**config.mk**
```make
export PLATFORM = sky130hd
export DESIGN_NAME = fetch_stage
export DESIGN_NICKNAME = d
export VERILOG_FILES = /design/src/rtl/fetch_stage_pkg.sv /design/src/rtl/fetch_stage_fd_reg.sv /design/src/rtl/fetch_stage.sv
export SDC_FILE = /design/constraint.sdc
export NUM_CORES = 1
export LEC_CHECK = 0
export ABC_AREA = 1
export BUFFER_PORTS_ARGS = -buffer_cell sky130_fd_sc_hd__buf_2
export CAP_MARGIN = 20
export CORE_ASPECT_RATIO = 0.7
export CORE_UTILIZATION = 40
export CTS_CLUSTER_DIAMETER = 60
export DETAILED_ROUTE_END_ITERATION = 12
export PLACE_DENSITY = 0.67
export SYNTH_ARGS = -nofsm -noshare
export SYNTH_HDL_FRONTEND = slang
export SYNTH_HIERARCHICAL = 1
export SYNTH_SLANG_ARGS = --single-unit
```
**constraint.sdc**
```tcl
create_clock -name clk -period 4.8 [get_ports clk]
set_clock_uncertainty 0.05 [all_clocks]
set_input_delay 0.72 -clock clk [delete_from_list [all_inputs] [get_ports clk]]
set_output_delay 0.72 -clock clk [all_outputs]
set_load 0.02 [all_outputs]
```
**src/rtl/fetch_stage_pkg.sv**
```systemverilog
// Shared constants, F/D payload type and fetch legality helper for the fetch stage.
package fetch_stage_pkg;

    localparam int unsigned ADDR_W = 32;
    localparam int unsigned DATA_W = 32;
    localparam int unsigned CNT_W  = 32;

    localparam logic [ADDR_W-1:0] RESET_PC  = 32'h0000_3000;
    localparam logic [ADDR_W-1:0] IM_BASE   = 32'h0000_3000;
    localparam logic [ADDR_W-1:0] IM_LIMIT  = 32'h0000_6FFC;
    localparam logic [DATA_W-1:0] NOP_INSTR = 32'h0000_0000;

    // Contents of the F/D pipeline register.
    typedef struct packed {
        logic [ADDR_W-1:0] pc;
        logic [DATA_W-1:0] instr;
        logic              valid;
        logic              exc_adel;
    } fd_payload_t;

    // Word-aligned and inside the instruction memory window (unsigned, inclusive).
    function automatic logic fetch_ok(input logic [ADDR_W-1:0] pc);
        return (pc[1:0] == 2'b00) && (pc >= IM_BASE) && (pc <= IM_LIMIT);
    endfunction

endpackage

```
**src/rtl/fetch_stage_fd_reg.sv**
```systemverilog
// F/D pipeline register: reset > flush > stall > normal load.
module fetch_stage_fd_reg
    import fetch_stage_pkg::*;
(
    input  logic              clk,
    input  logic              reset_n,
    input  logic              stall,
    input  logic              flush_d,
    input  logic [ADDR_W-1:0] f_pc,
    input  logic [DATA_W-1:0] f_instr,
    input  logic              f_ok,
    output fd_payload_t       fd_q
);

    // Flush inserts a bubble tagged with the current fetch PC even while stalled.
    always_ff @(posedge clk) begin
        if (!reset_n) begin
            fd_q <= '{pc: RESET_PC, instr: NOP_INSTR, valid: 1'b0, exc_adel: 1'b0};
        end else if (flush_d) begin
            fd_q <= '{pc: f_pc, instr: NOP_INSTR, valid: 1'b0, exc_adel: 1'b0};
        end else if (!stall) begin
            fd_q <= '{pc: f_pc,
                      instr: f_ok ? f_instr : NOP_INSTR,
                      valid: 1'b1,
                      exc_adel: !f_ok};
        end
    end

endmodule

```
**src/rtl/fetch_stage.sv**
```systemverilog
// Instruction fetch: PC register, fetch legality, F/D register and activity counters.
module fetch_stage
    import fetch_stage_pkg::*;
(
    input  logic              clk,
    input  logic              reset_n,
    input  logic [ADDR_W-1:0] npc,
    input  logic              stall,
    input  logic              flush_d,
    input  logic [DATA_W-1:0] im_rdata,
    output logic [ADDR_W-1:0] im_addr,
    output logic [ADDR_W-1:0] I_pc,
    output logic [ADDR_W-1:0] D_pc,
    output logic [DATA_W-1:0] D_instr,
    output logic              D_valid,
    output logic              D_exc_adel,
    output logic [CNT_W-1:0]  fetch_cnt,
    output logic [CNT_W-1:0]  stall_cnt
);

    logic        f_ok;
    fd_payload_t fd_q;

    assign f_ok    = fetch_ok(I_pc);
    assign im_addr = I_pc;

    // PC follows npc unless stalled; faulted fetches do not stop it.
    always_ff @(posedge clk) begin
        if (!reset_n) begin
            I_pc <= RESET_PC;
        end else if (!stall) begin
            I_pc <= npc;
        end
    end

    // Counters wrap naturally; fetch_cnt only counts legal normal loads.
    always_ff @(posedge clk) begin
        if (!reset_n) begin
            fetch_cnt <= '0;
            stall_cnt <= '0;
        end else begin
            if (stall) begin
                stall_cnt <= stall_cnt + CNT_W'(1);
            end
            if (!stall && !flush_d && f_ok) begin
                fetch_cnt <= fetch_cnt + CNT_W'(1);
            end
        end
    end

    fetch_stage_fd_reg u_fd_reg (
        .clk     (clk),
        .reset_n (reset_n),
        .stall   (stall),
        .flush_d (flush_d),
        .f_pc    (I_pc),
        .f_instr (im_rdata),
        .f_ok    (f_ok),
        .fd_q    (fd_q)
    );

    assign D_pc       = fd_q.pc;
    assign D_instr    = fd_q.instr;
    assign D_valid    = fd_q.valid;
    assign D_exc_adel = fd_q.exc_adel;

endmodule
```
==> results.txt, run 1 <==
Worst R2R Path Depth: 9
Crit Path Max Fanout: 38
Synth top area share: 44.4%
number of global-route vias before repair: 6349
cell taking the most area after synthesis: dfxtp_1
most common cell in the synthesized netlist: nor2_1
Seq/Total Area, Yosys: 44.4%
status: complete, no violations
Sink Count: 162
Total GRT Usage: 22.6%
P&R area growth vs syn: 22.9%
total gr overflow: 0
root buf cell: clkbuf_16
initial antenna violation count: 1
Static Leak: 0.00417 uW
DRT iter0 DRCs: 660
Psw: 852 uW
Vias/cell: 4.91
hold_sp: u_fd_reg/fd_q[21]
Worst-Margin Slew: 0.942 ns
most area-consuming cells after synthesis: dfxtp_1, nor2_1, nand2_1, nand3_1, a21oi_1
Yosys cell types: 37
Die Wd: 164 um
# hold bufs at CTS: 0
r2r setup slk: 2.23 ns
setup violators final: 0
Hold Vio Cnt, Final: 0
critical path type: reg -> reg
post-route clock period utilization: 53.5%
DR vias: 7295
unrepaired setup endpoints after global routing: no
max-slew violation count: 0
FF+latch count, synth: 162
Final ANT Viol Nets: 0
cell count after synthesis: 1039
WHS Endpoint: u_fd_reg/fd_q[21]
filler cell count in the final layout: 1812
CP endpoint kind: flop
VDD IR max: 0.000167 V
Tmin final: 2.57 ns
Synthesized Nets: 1109
Cell Count, Final, Fillers Out: 1487
Post-CTS Setup Inserts: 0
clk slew on worst S/H paths: 0.07 ns
Core Rows: 40
layout cell share with drive strength beyond 1: 25.3%
DRC Markers: 0
DRT Pass-1 Iters: 5
Hold Path Depth: 2
Boundary Pins: 262
detailed placement HPWL: 15.3 mm
initial core utilization: 41.7%
global-route wire length before repair: 33.3 mm
clock share of power: 42.4%
Peak Freq: 389 MHz
Longest Clk Path Bufs: 2
predominant post-synthesis flop cell: dfxtp_1
die area: 0.0188 mm^2
pwr/cell area: 336 mW/mm^2
Post-synth EDFFs: 0
CORE AREA: 0.0175 mm^2
drt total wl: 21.5 mm
I/O Buffers: 261
Slew headroom: 37.0%
Hold Path Class: reg -> reg
sw frac: 28.3%
Post-Route Setup TNS: 0 ns
Worst-Skew Late Latency: 0.43 ns
RR Startpoint: I_pc[23]
CTS tree: done
Placed Cells: 1454
post-cts resize count: 0
Yosys Warn Count: 6
WL per Instance: 14.5 um
ys async rst share: 0%
cts bufs inserted: 17
htree depth: 4
Worst Setup Start Kind: flop
die height: 115 um
P_int: 2160 uW
max_cap viols: 0
Final #Nets: 1312
Arr. time, crit path: 2.87 ns
pin count of the biggest net entering global routing: 64
Post-synth top cells: nor2_1, nand2_1, dfxtp_1, nand3_1, inv_1
RePlAce Congestion: 0.907
Util after Layout: 51.3%
post-synthesis cell area: 0.00730 mm^2
Critical R2R Capture: fetch_cnt[3]
Syn Area/Cell: 7.03 um^2
critical path data required time: 5.11 ns
register share of total power: 47.2%
combinational power share: 10.4%
state kept, by name, summed over array words and instances (netlist names):
| register | cells |
|---|---|
| I_pc | 32 |
| fetch_cnt | 32 |
| stall_cnt | 32 |
| u_fd_reg/fd_q | 66 |
through the flow:
step	hold WS, ns	setup WS [ns]	cell area, um^2	total power (uW)
after CTS	0.415	2.23	8980	3050
final	0.415	2.23	8980	3010
after detailed placement	0.405	1.94	8430	1770
after floorplan	0.486	2.90	7300	1670
after global placement	0.400	1.98	8430	1760
after global routing	0.424	1.94	8980	3150
cells by family after synthesis:
kind of cell             count (synthesis)  share of synthesized area (%)
AND/OR/NAND/NOR                        557                           33.1
AO/OA/AOI/OAI                          133                           9.37
XOR/XNOR                                 8                          0.959
adder cells (fa/ha/maj)                  2                          0.343
buffers and inverters                  177                           11.8
flip-flops                             162                           44.4
final cells by class:
cell class | count | area (um^2) | share of cell area [%]
Multi-Input combinational cell | 700 | 3200 | 35.6
Clock inverter | 14 | 121 | 1.35
Tap cell | 231 | 289 | 3.22
Clock buffer | 18 | 429 | 4.78
Antenna cell | 1 | 2.50 | 0.0279
Sequential cell | 162 | 3240 | 36.1
Timing Repair Buffer | 263 | 1330 | 14.8
Inverter | 98 | 368 | 4.10
layout by cell type, fill, tap and decap left out, drive strengths merged, types with 2 or more instances in the layout:
cell type	instances
buf	263
nor2	227
nand2	184
dfxtp	162
nand3	109
inv	104
a21oi	74
o21ai	53
clkbuf	18
nor3	16
nand4	13
xor2	6
clkinv	5
o21a	3
clkinvlp	3
nand3b	2
xnor2	2
ha	2
nor4	2
nor3b	2
how the worst max path moves through the flow:
stage / start / to / depth (start not counted)
after CTS: I_pc[23] / fetch_cnt[3] / 9
final: I_pc[23] / fetch_cnt[3] / 9
after floorplan: stall / fetch_cnt[17] / 8
after detailed placement: stall / stall_cnt[14] / 8
after global placement: stall / stall_cnt[14] / 8
after global routing: I_pc[23] / fetch_cnt[3] / 9
power groups by stage:
stage | clock network (uW) | logic (uW) | registers (uW)
2_1_floorplan | 0 | 180 | 1490
3_3_place_gp | 0 | 308 | 1450
3_5_place_dp | 0 | 311 | 1450
4_1_cts | 1310 | 313 | 1420
5_1_grt | 1380 | 345 | 1430
6_report | 1280 | 312 | 1420
routing by layer:
layer  track usage [%]  part of all wire, %  vias up
met3              6.28                  8.0       22
met4              6.85                  1.4        0
li1                  -                    -     3703
met2              33.4                   43      284
met5                 0                    0        -
met1              31.8                   48     3286
critical path, stage by stage, from the launching register on:
cell	delay, ns
dfxtp_1	0.38
nor2_1	0.12
nand2_1	0.05
nor2_1	0.11
nand2_1	0.20
nor2_4	0.77
nand2_1	0.33
nor2_1	0.21
o21ai_0	0.09
a21oi_1	0.16
(Power assumes the default switching activity.)
==> inputs of run 2 (changes only) <==
--- a/config.mk
+++ b/config.mk
@@ -12,7 +12,7 @@
 export CORE_UTILIZATION = 40
 export CTS_CLUSTER_DIAMETER = 60
 export DETAILED_ROUTE_END_ITERATION = 12
-export PLACE_DENSITY = 0.67
+export PLACE_DENSITY = 0.69
 export SYNTH_ARGS = -nofsm -noshare
 export SYNTH_HDL_FRONTEND = slang
 export SYNTH_HIERARCHICAL = 1
==> constraint.sdc (replaced) <==
create_clock -name clk -period 2.24 [get_ports clk]
set_clock_uncertainty 0.05 [all_clocks]
set_input_delay 0.336 -clock clk [delete_from_list [all_inputs] [get_ports clk]]
set_output_delay 0.336 -clock clk [all_outputs]
set_load 0.02 [all_outputs]
==> run 2 against run 1 <==
  * Via count decreased by 0.25%
  * Sequential share of layout area fell by 0.76 points
  * Largest power group unchanged
  * Routed wire length down 0.70%
  * Critical endpoint is now u_fd_reg/fd_q[13]
  * Highest routed layer unchanged
==> results.txt, run 2 (synthesized netlist as in run 1, its figures left out) <==
status: complete, no violations
die area: 0.0188 mm^2 (unchanged)
post-route clock period utilization: 86.4% (+33 points)
cts bufs inserted: 17 (unchanged)
pwr/cell area: 737 mW/mm^2 (+120%)
Peak Freq: 516 MHz (+33%)
Arr. time, crit path: 2.22 ns (-0.65 ns)
CP max-delay cell: dfxtp_1
crit-path cells: nor2_1 -> nand2_1 -> nor2_1 -> nand2_1 -> nor2_4 -> buf_4 -> nand3_1 -> a21oi_1
global-route wire length before repair: 33.5 mm (+0.77%)
initial core utilization: 41.7% (unchanged)
max-slew violation count: 0 (unchanged)
DRT iter0 DRCs: 682 (+3.3%)
Worst-Skew Late Latency: 0.41 ns (-0.02 ns)
Static Leak: 0.00428 uW (+2.7%)
most frequent cells in the layout: buf_2, nor2_1, nand2_1
Worst-Margin Slew: 0.658 ns (-0.285 ns)
RePlAce Congestion: 0.886 (-2.3%)
Sink Count: 162 (unchanged)
clk slew on worst S/H paths: 0.07 ns (about the same)
setup violators final: 0 (unchanged)
Longest Clk Path Bufs: 2 (unchanged)
CORE AREA: 0.0175 mm^2 (unchanged)
Slew headroom: 56.0% (+19 points)
Worst Setup Start Kind: flop
CP endpoint kind: flop
WL per Instance: 14.3 um (-1.6%)
CP peak stage delay: 0.35 ns (-0.42 ns)
Hold Vio Cnt, Final: 0 (unchanged)
Total GRT Usage: 22.6% (about the same)
htree depth: 4 (unchanged)
DRC Markers: 0 (unchanged)
Core Rows: 40 (unchanged)
P&R area growth vs syn: 25.6%
root buf cell: clkbuf_16
pin count of the biggest net entering global routing: 54 (-16%)
DR vias: 7277 (-0.25%)
VDD IR max: 0.000440 V (+160%)
initial antenna violation count: 2 (+1)
Post-Route Setup TNS: 0 ns (unchanged)
layout cell share with drive strength beyond 1: 26.0% (+0.79 points)
die height: 115 um (unchanged)
Boundary Pins: 262 (unchanged)
Placed Cells: 1466 (+0.83%)
max_cap viols: 0 (unchanged)
post-cts resize count: 0 (unchanged)
Vias/cell: 4.85 (-1.1%)
DRT Pass-1 Iters: 5 (unchanged)
Final #Nets: 1324 (+0.91%)
Tmin final: 1.94 ns (-0.633 ns)
I/O Buffers: 261 (unchanged)
unrepaired setup endpoints after global routing: no
detailed placement HPWL: 15.6 mm (+2.1%)
commonest non-fill, non-tap cell in the layout: buf_2
Post-CTS Setup Inserts: 0 (unchanged)
Final ANT Viol Nets: 0 (unchanged)
number of global-route vias before repair: 6332 (-0.27%)
Hold Path Class: in -> reg
total gr overflow: 0 (unchanged)
# hold bufs at CTS: 0 (unchanged)
drt total wl: 21.4 mm (-0.70%)
max FFs per register: 66 (unchanged)
WHS: 0.0717 ns (-0.344 ns)
critical path type: reg -> reg
Die Wd: 164 um (unchanged)
Crit Path Max Fanout: 19 (-50%)
Top reg by flops: u_fd_reg/fd_q
Util after Layout: 52.4% (+1.1 points)
critical path data required time: 2.52 ns (-2.59 ns)
CTS tree: done
Cell Count, Final, Fillers Out: 1500 (+0.87%)
run 2: critical path: cells and delay by family, from the launching register on:
family	cells	cell delay, ns
buffers and inverters	1	0.29
AO/OA/AOI/OAI	1	0.14
flip-flops	1	0.35
AND/OR/NAND/NOR	6	1.00
run 2: worst paths after layout:
kind                          start           endpoint  slack [ns]  depth (start not counted)
setup / recovery           I_pc[28]  u_fd_reg/fd_q[13]        0.30                          8
hold / removal              npc[12]           I_pc[12]        0.07                          3
hold reg to reg   u_fd_reg/fd_q[29]  u_fd_reg/fd_q[29]        0.41                          2
setup reg to reg           I_pc[28]  u_fd_reg/fd_q[13]        0.30                          8
run 2: stage by stage:
step / power (uW) / setup slack, ns / instance area, um^2
3_5_place_dp: 3800 / 0.326 / 8550
4_1_cts: 6840 / 0.308 / 9170
2_1_floorplan: 3580 / 0.453 / 7300
5_1_grt: 7050 / 0.115 / 9170
3_3_place_gp: 3800 / 0.316 / 8550
6_report: 6760 / 0.304 / 9170
run 2: power by group:
| part | switching [uW] | internal (uW) |
|---|---|---|
| sequential | 74.2 | 2960 |
| combinational | 464 | 232 |
| clock | 1270 | 1750 |
| total | 1810 | 4940 |
run 2: layout make-up:
class	count	area [um^2]
Sequential cell	162	3240
Timing Repair Buffer	275	1450
Clock buffer	19	453
Tap cell	231	289
Fill cell	1797	8340
Multi-Input combinational cell	700	3200
Inverter	98	368
Antenna cell	2	5.00
Clock inverter	13	160
run 2: layer usage:
metal	vias to the layer above	wire length [um]	global-route usage [%]
met5	-	0	0
met4	0	217	6.67
met3	14	1490	4.62
met2	255	9360	33.8
met1	3294	10300	32.6
li1	3714	-	-
==> inputs of run 3 (changes only) <==
--- a/config.mk
+++ b/config.mk
@@ -9,11 +9,12 @@
 export BUFFER_PORTS_ARGS = -buffer_cell sky130_fd_sc_hd__buf_2
 export CAP_MARGIN = 20
 export CORE_ASPECT_RATIO = 0.7
-export CORE_UTILIZATION = 40
+export CORE_UTILIZATION = 35
 export CTS_CLUSTER_DIAMETER = 60
 export DETAILED_ROUTE_END_ITERATION = 12
-export PLACE_DENSITY = 0.69
+export RECOVER_POWER = 50
 export SYNTH_ARGS = -nofsm -noshare
 export SYNTH_HDL_FRONTEND = slang
 export SYNTH_HIERARCHICAL = 1
 export SYNTH_SLANG_ARGS = --single-unit
+export TNS_END_PERCENT = 5
==> run 3 against run 2 <==
  * Sequential power hardly changed
  * Count of clock-buffer cells in the layout is 2 lower
  * Sequential share of layout area is 0.66 points higher
  * First-iteration DRC count is 13% lower
  * Flip-flop and latch count stayed put
  * Register-to-register slack worse by 0.02 ns
  * Non-clock buffer count is 1 higher
  * Die area is 14% higher
  * Core utilization is 7.6 points lower
  * Largest power group unchanged
  * Critical path depth stayed put
  * Combinational power is 3.3% lower
  * Final area is 1.8% lower
==> results.txt, run 3 (synthesized netlist as in run 1, its figures left out) <==
status: complete, no violations
RePlAce Congestion: 0.847 (-4.4%)
initial antenna violation count: 1 (-1)
die area: 0.0215 mm^2 (+14%)
WP buf/inv: 0 (-1)
DRT iter0 DRCs: 593 (-13%)
cts bufs inserted: 17 (unchanged)
Worst R2R Path Depth: 8 (unchanged)
Top reg by flops: u_fd_reg/fd_q
final instance area: 0.00900 mm^2 (-1.8%)
RR Startpoint: stall_cnt[1]
root buf cell: clkbuf_16
CP endpoint kind: flop
Hold Vio Cnt, Final: 0 (unchanged)
Post-Route Setup TNS: 0 ns (unchanged)
r2r setup slk: 0.29 ns (-0.02 ns)
I/O Buffers: 261 (unchanged)
most used cell, CP: nor2_1
max FFs per register: 66 (unchanged)
VDD IR max: 0.000398 V (-9.5%)
dpl cell area: 0.00860 mm^2 (+0.51%)
Total GRT Usage: 20.0% (-2.5 points)
commonest non-fill, non-tap cell in the layout: nor2_1
clk slew on worst S/H paths: 0.07 ns (about the same)
WL per Instance: 14.5 um (+1.4%)
Arr. time, crit path: 2.20 ns (-0.02 ns)
DR vias: 7231 (-0.63%)
setup violators final: 0 (unchanged)
Worst-Skew Late Latency: 0.43 ns (+0.02 ns)
delay-heaviest family, CP: simple AND/OR/NAND/NOR gates
dpl ws: 0.276 ns (-0.0499 ns)
WHS: 0.0959 ns (+0.0242 ns)
global-route wire length before repair: 33.7 mm (+0.41%)
crit-path cells: ha_1 -> nand3_1 -> nor2_1 -> nand2_1 -> nor2_1 -> nand2_1 -> xor2_1 -> nor2_1
total gr overflow: 0 (unchanged)
max_cap viols: 0 (unchanged)
max-slew violation count: 0 (unchanged)
Tmin final: 1.95 ns (+0.0171 ns)
Vias/cell: 4.70 (-3.2%)
Crit Path Max Fanout: 5 (-14)
CORE AREA: 0.0201 mm^2 (+15%)
pin count of the biggest net entering global routing: 64 (+19%)
Worst-Margin Slew: 1.05 ns (+0.391 ns)
CP endpoint: stall_cnt[14]
Hold Path Class: in -> reg
Critical R2R Capture: stall_cnt[14]
worst setup margin: 0.286 ns (-0.0171 ns)
crit path from: stall_cnt[1]
DRC Markers: 0 (unchanged)
pwr/cell area: 740 mW/mm^2 (+0.50%)
post-cts resize count: 0 (unchanged)
drt total wl: 22.2 mm (+4.0%)
die height: 123 um (+6.8%)
layout cell share with drive strength beyond 1: 15.6% (-10 points)
WP depth: 8 (unchanged)
Slew headroom: 30.1% (-26 points)
Core Rows: 43 (+7.5%)
initial core utilization: 36.3% (-5.4 points)
Sink Count: 162 (unchanged)
Worst Setup Start Kind: flop
# hold bufs at CTS: 0 (unchanged)
most frequent cells in the layout: nor2_1, nand2_1, dfxtp_1
detailed placement HPWL: 15.9 mm (+2.1%)
htree depth: 4 (unchanged)
Final #Nets: 1325 (+0.076%)
unrepaired setup endpoints after global routing: no
Static Leak: 0.00375 uW (-12%)
Longest Clk Path Bufs: 2 (unchanged)
post-route clock period utilization: 87.2% (+0.76 points)
critical path type: reg -> reg
CP max-delay cell: dfxtp_1
Boundary Pins: 262 (unchanged)
number of global-route vias before repair: 6133 (-3.1%)
Final ANT Viol Nets: 0 (unchanged)
critical path data required time: 2.49 ns (-0.03 ns)
P&R area growth vs syn: 23.3%
Post-CTS Setup Inserts: 0 (unchanged)
Die Wd: 175 um (+6.8%)
CP peak stage delay: 0.40 ns (+0.05 ns)
CTS tree: done
DRT Pass-1 Iters: 5 (unchanged)
Peak Freq: 512 MHz (-0.88%)
run 3: cell count changes in the layout (fill, tap and decap cells not counted), sizes merged:
cell and delta:
clkinv +1, clkbuf +128, clkinvlp +1, bufinv -1, diode -1, inv +1, buf -129
run 3: how the worst min path moves through the flow:
| stage | startpoint | endpoint | slack (ns) | cells after the start |
|---|---|---|---|---|
| after floorplan | npc[12] | I_pc[12] | 0.40 | 2 |
| after global placement | u_fd_reg/fd_q[1] | u_fd_reg/fd_q[1] | 0.40 | 2 |
| after detailed placement | u_fd_reg/fd_q[23] | u_fd_reg/fd_q[23] | 0.40 | 2 |
| after CTS | npc[5] | I_pc[5] | 0.07 | 3 |
| after global routing | npc[28] | I_pc[28] | 0.08 | 3 |
| final | npc[5] | I_pc[5] | 0.1 | 3 |
run 3: worst register-to-register path, cell delays in order (launching register included):
cell and delay (ns):
dfxtp_1 0.40, ha_1 0.23, nand3_1 0.16, nor2_1 0.25, nand2_1 0.14, nor2_1 0.30, nand2_1 0.11, xor2_1 0.14
nor2_1 0.05
run 3: per-layer routing:
layer	up-vias	share of wire, %	global-route usage (%)	routed length, um
li1	3719	-	-	-
met1	3274	49	28.0	10900
met2	224	44	30.2	9700
met3	14	6.5	5.42	1440
met5	-	0	0	0
met4	0	0.75	5.38	167
run 3: final cells by class:
type | instances | area, um^2
Sequential cell | 162 | 3240
Tap cell | 270 | 338
Clock buffer | 17 | 425
Clock inverter | 15 | 161
Multi-Input combinational cell | 700 | 3190
Fill cell | 2154 | 11100
Timing Repair Buffer | 276 | 1280
Antenna cell | 1 | 2.50
Inverter | 98 | 368
run 3: per-stage QoR:
stage	cells	utilization, %	total power, uW
after floorplan	1039	-	3580
after global placement	1506	42.7	3800
after detailed placement	1506	42.7	3800
after CTS	1538	45.6	6780
after global routing	1538	44.7	6950
final	1539	44.8	6670
run 3: where the power goes:
group | switching [uW] | internal (uW) | leakage (uW)
registers | 76.4 | 2960 | 0.00132
logic | 464 | 209 | 0.00214
clock network | 1360 | 1590 | 0.000286
